--- src/rtl/rr_onehot_arbiter.sv ---
// Round-robin arbiter with a registered one-hot grant, back-to-back re-arbitration
// on grant end, and a hold watchdog that forcibly revokes over-long grants.
module rr_onehot_arbiter #(
    parameter int WIDTH    = 10,
    parameter int ID_WIDTH = 4,
    parameter int MAX_HOLD = 16
) (
    input  logic                clock,
    input  logic                reset,
    input  logic                enable,
    input  logic [WIDTH-1:0]    request,
    // "release" is a reserved word in SystemVerilog, hence the longer name.
    input  logic                grant_release,
    output logic [WIDTH-1:0]    grant,
    output logic                grant_valid,
    output logic [ID_WIDTH-1:0] grant_id,
    output logic                forced_revoke
);

    localparam int HOLD_W = (MAX_HOLD > 1) ? $clog2(MAX_HOLD) : 1;
    localparam bit WD_ON  = (MAX_HOLD != 0);
    localparam logic [HOLD_W-1:0]   HOLD_LAST = (MAX_HOLD > 0) ? HOLD_W'(MAX_HOLD - 1) : '0;
    localparam logic [ID_WIDTH-1:0] LAST_ID   = ID_WIDTH'(WIDTH - 1);

    typedef enum logic {IDLE = 1'b0, GRANTED = 1'b1} state_t;

    state_t              state_reg, state_next;
    logic [ID_WIDTH-1:0] ptr_reg, ptr_next;
    logic [HOLD_W-1:0]   hold_reg, hold_next;
    logic [WIDTH-1:0]    grant_reg, grant_next;
    logic                valid_reg, valid_next;
    logic [ID_WIDTH-1:0] id_reg, id_next;
    logic                forced_reg, forced_next;

    logic [ID_WIDTH-1:0] ptr_after;
    logic [ID_WIDTH-1:0] search_ptr;
    logic [WIDTH-1:0]    upper_req;
    logic [WIDTH-1:0]    sel_req;
    logic                win_found;
    logic [ID_WIDTH-1:0] win_id;
    logic                expired;
    logic                grant_end;
    logic                forced_end;
    logic                start;

    // While a grant is held, any re-arbitration must already use the advanced pointer.
    assign ptr_after  = (id_reg == LAST_ID) ? '0 : id_reg + ID_WIDTH'(1);
    assign search_ptr = (state_reg == GRANTED) ? ptr_after : ptr_reg;

    genvar gi;
    generate
        for (gi = 0; gi < WIDTH; gi++) begin : g_upper
            assign upper_req[gi] = request[gi] & (ID_WIDTH'(gi) >= search_ptr);
        end
    endgenerate

    // Requests at or above the pointer win first; otherwise wrap to the lowest request.
    assign sel_req = (|upper_req) ? upper_req : request;

    always_comb begin
        win_found = 1'b0;
        win_id    = '0;
        for (int i = WIDTH - 1; i >= 0; i--) begin
            if (sel_req[i]) begin
                win_found = 1'b1;
                win_id    = ID_WIDTH'(i);
            end
        end
    end

    assign expired    = WD_ON && (hold_reg == HOLD_LAST);
    assign grant_end  = (state_reg == GRANTED) && (grant_release || expired);
    assign forced_end = (state_reg == GRANTED) && !grant_release && expired;
    assign start      = enable && win_found;

    always_ff @(posedge clock) begin
        if (reset) begin
            state_reg  <= IDLE;
            ptr_reg    <= '0;
            hold_reg   <= '0;
            grant_reg  <= '0;
            valid_reg  <= 1'b0;
            id_reg     <= '0;
            forced_reg <= 1'b0;
        end else begin
            state_reg  <= state_next;
            ptr_reg    <= ptr_next;
            hold_reg   <= hold_next;
            grant_reg  <= grant_next;
            valid_reg  <= valid_next;
            id_reg     <= id_next;
            forced_reg <= forced_next;
        end
    end

    always_comb begin
        state_next = state_reg;
        case (state_reg)
            IDLE:    state_next = start ? GRANTED : IDLE;
            GRANTED: if (grant_end) state_next = start ? GRANTED : IDLE;
            default: state_next = IDLE;
        endcase
    end

    always_comb begin
        grant_next  = grant_reg;
        valid_next  = valid_reg;
        id_next     = id_reg;
        ptr_next    = ptr_reg;
        hold_next   = hold_reg;
        forced_next = forced_end;
        if (state_reg == IDLE || grant_end) begin
            hold_next = '0;
            if (grant_end) begin
                ptr_next = ptr_after;
            end
            if (start) begin
                grant_next = {{(WIDTH-1){1'b0}}, 1'b1} << win_id;
                valid_next = 1'b1;
                id_next    = win_id;
            end else begin
                grant_next = '0;
                valid_next = 1'b0;
                id_next    = '0;
            end
        end else begin
            hold_next = hold_reg + HOLD_W'(1);
        end
    end

    assign grant         = grant_reg;
    assign grant_valid   = valid_reg;
    assign grant_id      = id_reg;
    assign forced_revoke = forced_reg;

endmodule

--- config.mk ---
export PLATFORM = sky130hd
export DESIGN_NAME = rr_onehot_arbiter
export DESIGN_NICKNAME = d
export VERILOG_FILES = /design/src/rtl/rr_onehot_arbiter.sv
export SDC_FILE = /design/constraint.sdc
export NUM_CORES = 1
export LEC_CHECK = 0
export CELL_PAD_IN_SITES_DETAIL_PLACEMENT = 1
export CELL_PAD_IN_SITES_GLOBAL_PLACEMENT = 2
export CORE_UTILIZATION = 25
export CTS_BUF_LIST = sky130_fd_sc_hd__clkbuf_8 sky130_fd_sc_hd__clkbuf_16
export DETAILED_ROUTE_END_ITERATION = 6
export PLACE_DENSITY_LB_ADDON = 0.1
export SKIP_LAST_GASP = 1
export SLEW_MARGIN = 20
export SYNTH_ARGS = -nofsm -noshare
export SYNTH_HDL_FRONTEND = slang
export SYNTH_SLANG_ARGS = --single-unit
export TNS_END_PERCENT = 1
--- constraint.sdc ---
create_clock -name clock -period 7.4 [get_ports clock]
set_input_delay 2.22 -clock clock [delete_from_list [all_inputs] [get_ports clock]]
set_output_delay 2.22 -clock clock [all_outputs]
set_load 0.01 [all_outputs]
==> summary.md <==
| Metric | Value |
|---|---|
| Critical path type | `in2reg` |
| Avg Cell Area, Syn | `approximately 8.5 um2` |
| Reg power frac | `0.458` |
| GR peak layer | `met2` |
| Reported net switching power | `110 uW` |
| Clock power share | `0.247` |
| Max IR drop VDD | `0.0814 mV` |
| Switching Share | `0.336` |
| Required @ worst endpoint | `7.52 ns` |
| Data arrival, critical path | `5.16 ns` |
| Worst hold path type | `reg2reg` |
| Post-route DRC | `0` |
| Initial Util | `0.265` |
| Slew @ Worst Pin | `0.969 ns` |
| GRT met3 Usage | `0.0146` |
| Yosys top cell by area | `dfxtp_1` |
| Overall Global Routing Usage | `0.148` |
| Placed Cells | `approximately 300` |
| Post-CTS resize count | `0` |
| Final #Nets | `245` |
| Pre-CTS worst setup slack | `2.02 ns` |
| M1 GR Usage | `0.193` |
| RSZ-0062 raised after global routing | `false` |
| Share of the synthesized area in the top cell type | `0.289` |
| First-pass GRT wire length | `between 8000 and 9000 um` |
| Outcome | `finished, final reports clean` |
| Die Wd | `around 85 um` |
| Post-DRT Antenna Nets | `0` |
| Internal | `218 uW` |
| Post-Syn Area | `1730 um2` |
| Post-route insts no fill | `~310` |
| Die Y-Extent | `approximately 85 um` |
| Setup ws final | `2.36 ns` |
| Vias in the first global route | `1,757` |
| Seq/Total Area, Yosys | `0.289` |
| Syn nets | `220` |
| Number of detailed-routing iterations run before antenna repair | `4` |
| Final setup violation count | `0` |
| Full die area | `7270 um2` |
| CORE AREA | `roughly 6500 um2` |
| Post-CTS Setup Bufs | `0` |
| Clock Sinks | `25` |
| Initial antenna violation count | `0` |
| Pin count of the biggest net entering global routing | `21` |
| Initial DRC count | `37` |
| DR vias | `approximately 1,600` |
| DPL Wire Length | `3990 um` |
| Number of buffers created by CTS | `3` |
| CTS Hold Bufs | `0` |
| Worst skew pair latency | `roughly 0.27 ns` |
| Worst Path Max Fanout | `11` |
| Num rows | `29` |
| Clock Tree Buf Depth | `2` |
| Ant diodes | `0` |
| Vias per cell | `5.35` |
| Crit share post-route | `0.681` |
| Power per Cell Area | `156 nW/um2` |
| Lkg Pwr | `0.000796 uW` |
| Largest register FFs | `10` |
| Synth warn | `0` |
| Total grt overflow | `0` |
| Synthesized instance count | `205` |
| Post-synth top cells | `25 x dfxtp_1, 23 x nor2_1, 21 x nand2_1` |
| Fin. max-slew vios | `0` |
| Startpoint Class | `input pin` |
| Area delta synth->final | `21.5%` |
| Fmax | `0.199 GHz` |
| Top FF cell, synth | `dfxtp_1` |
| Share of cells above drive strength 1 | `0.122` |
| Clock transition at the registers of the reported paths | `roughly 0.09 ns` |
| Critical Path Sink Type | `flip-flop` |
| Slew margin rel. | `0.352` |
| Yosys reg bits | `25` |
| # H-tree levels | `1` |
| Endpoints failing hold | `0` |
| WL/cell | `roughly 17 um` |
| Setup TNS | `0 ns` |
| Root buffer cell | `clkbuf_8` |
| Max-cap viol count | `0` |
| Buffers on Ports | `29` |
| Hold WS | `around 0.46 ns` |
| Final GP Congestion | `0.777` |
| Post-synth EDFFs | `0` |
| Tmin final | `5.04 ns` |
| DRT Wirelength | `just over 5000 um` |
| Async SR Flop Fraction | `0` |
| IO Pins | `30` |
| Final cell area excluding filler cells | `2110 um2` |
| Gate power share | `0.295` |
| Clock Skews | `about 0.0055 ns` |
| TritonCTS clock tree | `yes` |
| Synth cell types | `65` |
| Most common cell in the netlist | `dfxtp_1` |
| Dpl cell area | `2060 um2` |
| Synth area leaders | `dfxtp_1 29%, nor2_1 5.0%, a21oi_1 4.6%` |
| Met2 usage | `0.263` |
==> area by class of cell <==
| type | count | area, um2 |
|---|---|---|
| clock buffers | 3 | 41.3 |
| clock inverters | 1 | 3.75 |
| fillers | 762 | 4430 |
| inverters | 5 | 18.8 |
| multi-input cells | 166 | 1150 |
| flip-flops and latches | 25 | 500 |
| well taps | 77 | 96.3 |
| repair buffers | 29 | 290 |
==> per-stage QoR <==
step | total power, uW | utilization
finish | 329 | 0.322
global route | 350 | 0.322
CTS | 334 | 0.322
detailed placement | 252 | 0.316
global placement | 249 | 0.316
floorplan | 220 | -
==> placed cells by master (no fill, tap or decap), types with 2 or more instances in the layout <==
cell,instances
and2_1,5
a211oi_1,4
o21a_1,3
nand3_1,4
nand2_1,21
and3_1,2
nor3b_1,3
nand3b_1,3
o21ai_1,2
nor3_1,4
dfxtp_1,25
a21o_1,3
inv_1,6
nand2b_1,4
or3b_2,2
o21ai_0,10
clkdlybuf4s50_1,29
o21bai_1,2
a21oi_1,16
nor2_1,23
a22oi_1,2
a32o_1,3
nor2b_1,5
a21oi_2,2
a211oi_2,3
or2_1,2
o41ai_2,2
a32o_2,2
clkbuf_8,3
==> logic make-up (layout without fill, tap and decap cells) <==
group | Yosys count | after routing | synth area share
adder cells (fa/ha/maj) | 1 | 1 | 0.00722
buffers and inverters | 14 | 38 | 0.0448
multiplexers | 1 | 1 | 0.00650
AO/OA/AOI/OAI | 78 | 78 | 0.389
flip-flops | 25 | 25 | 0.289
XOR/XNOR | 2 | 2 | 0.0101
AND/OR/NAND/NOR | 84 | 84 | 0.253
==> power groups by stage <==
stage | logic, uW | clock network (uW) | registers (uW)
finish | 96.9 | 81.3 | 151
global route | 106 | 91.1 | 152
CTS | 98.4 | 84.8 | 151
detailed placement | 97.8 | 0 | 154
global placement | 95.8 | 0 | 154
floorplan | 71.0 | 0 | 149
==> routing by layer <==
metal | up-vias | wire [um]
met5 | - | 0
met1 | 797 | 2540
li1 | 809 | -
met2 | 25 | 2480
met4 | 0 | 61
met3 | 7 | 99
==> path summary, 6_finish.rpt <==
path | from | to | slack, ns | cells past startpoint
worst min-delay path | grant[6]$_SDFFE_PP0P_ | grant[6]$_SDFFE_PP0P_ | 0.46 | 2
worst max-delay path | request[9] | grant[0]$_SDFFE_PP0P_ | 2.36 | 10
worst min register to register | grant[6]$_SDFFE_PP0P_ | grant[6]$_SDFFE_PP0P_ | 0.46 | 2
worst max register to register | state_reg$_SDFF_PP0_ | grant[0]$_SDFFE_PP0P_ | 3.94 | 9
==> critical path: stages <==
cell	delay, ns
clkdlybuf4s50_1	0.58
nand2b_1	0.15
a21o_1	0.11
a21boi_0	0.13
o311ai_4	0.34
o2111ai_4	0.28
o41ai_2	0.36
a21oi_1	0.08
a211oi_2	0.70
o21ai_0	0.20
Power figures use the tool's default switching activity.
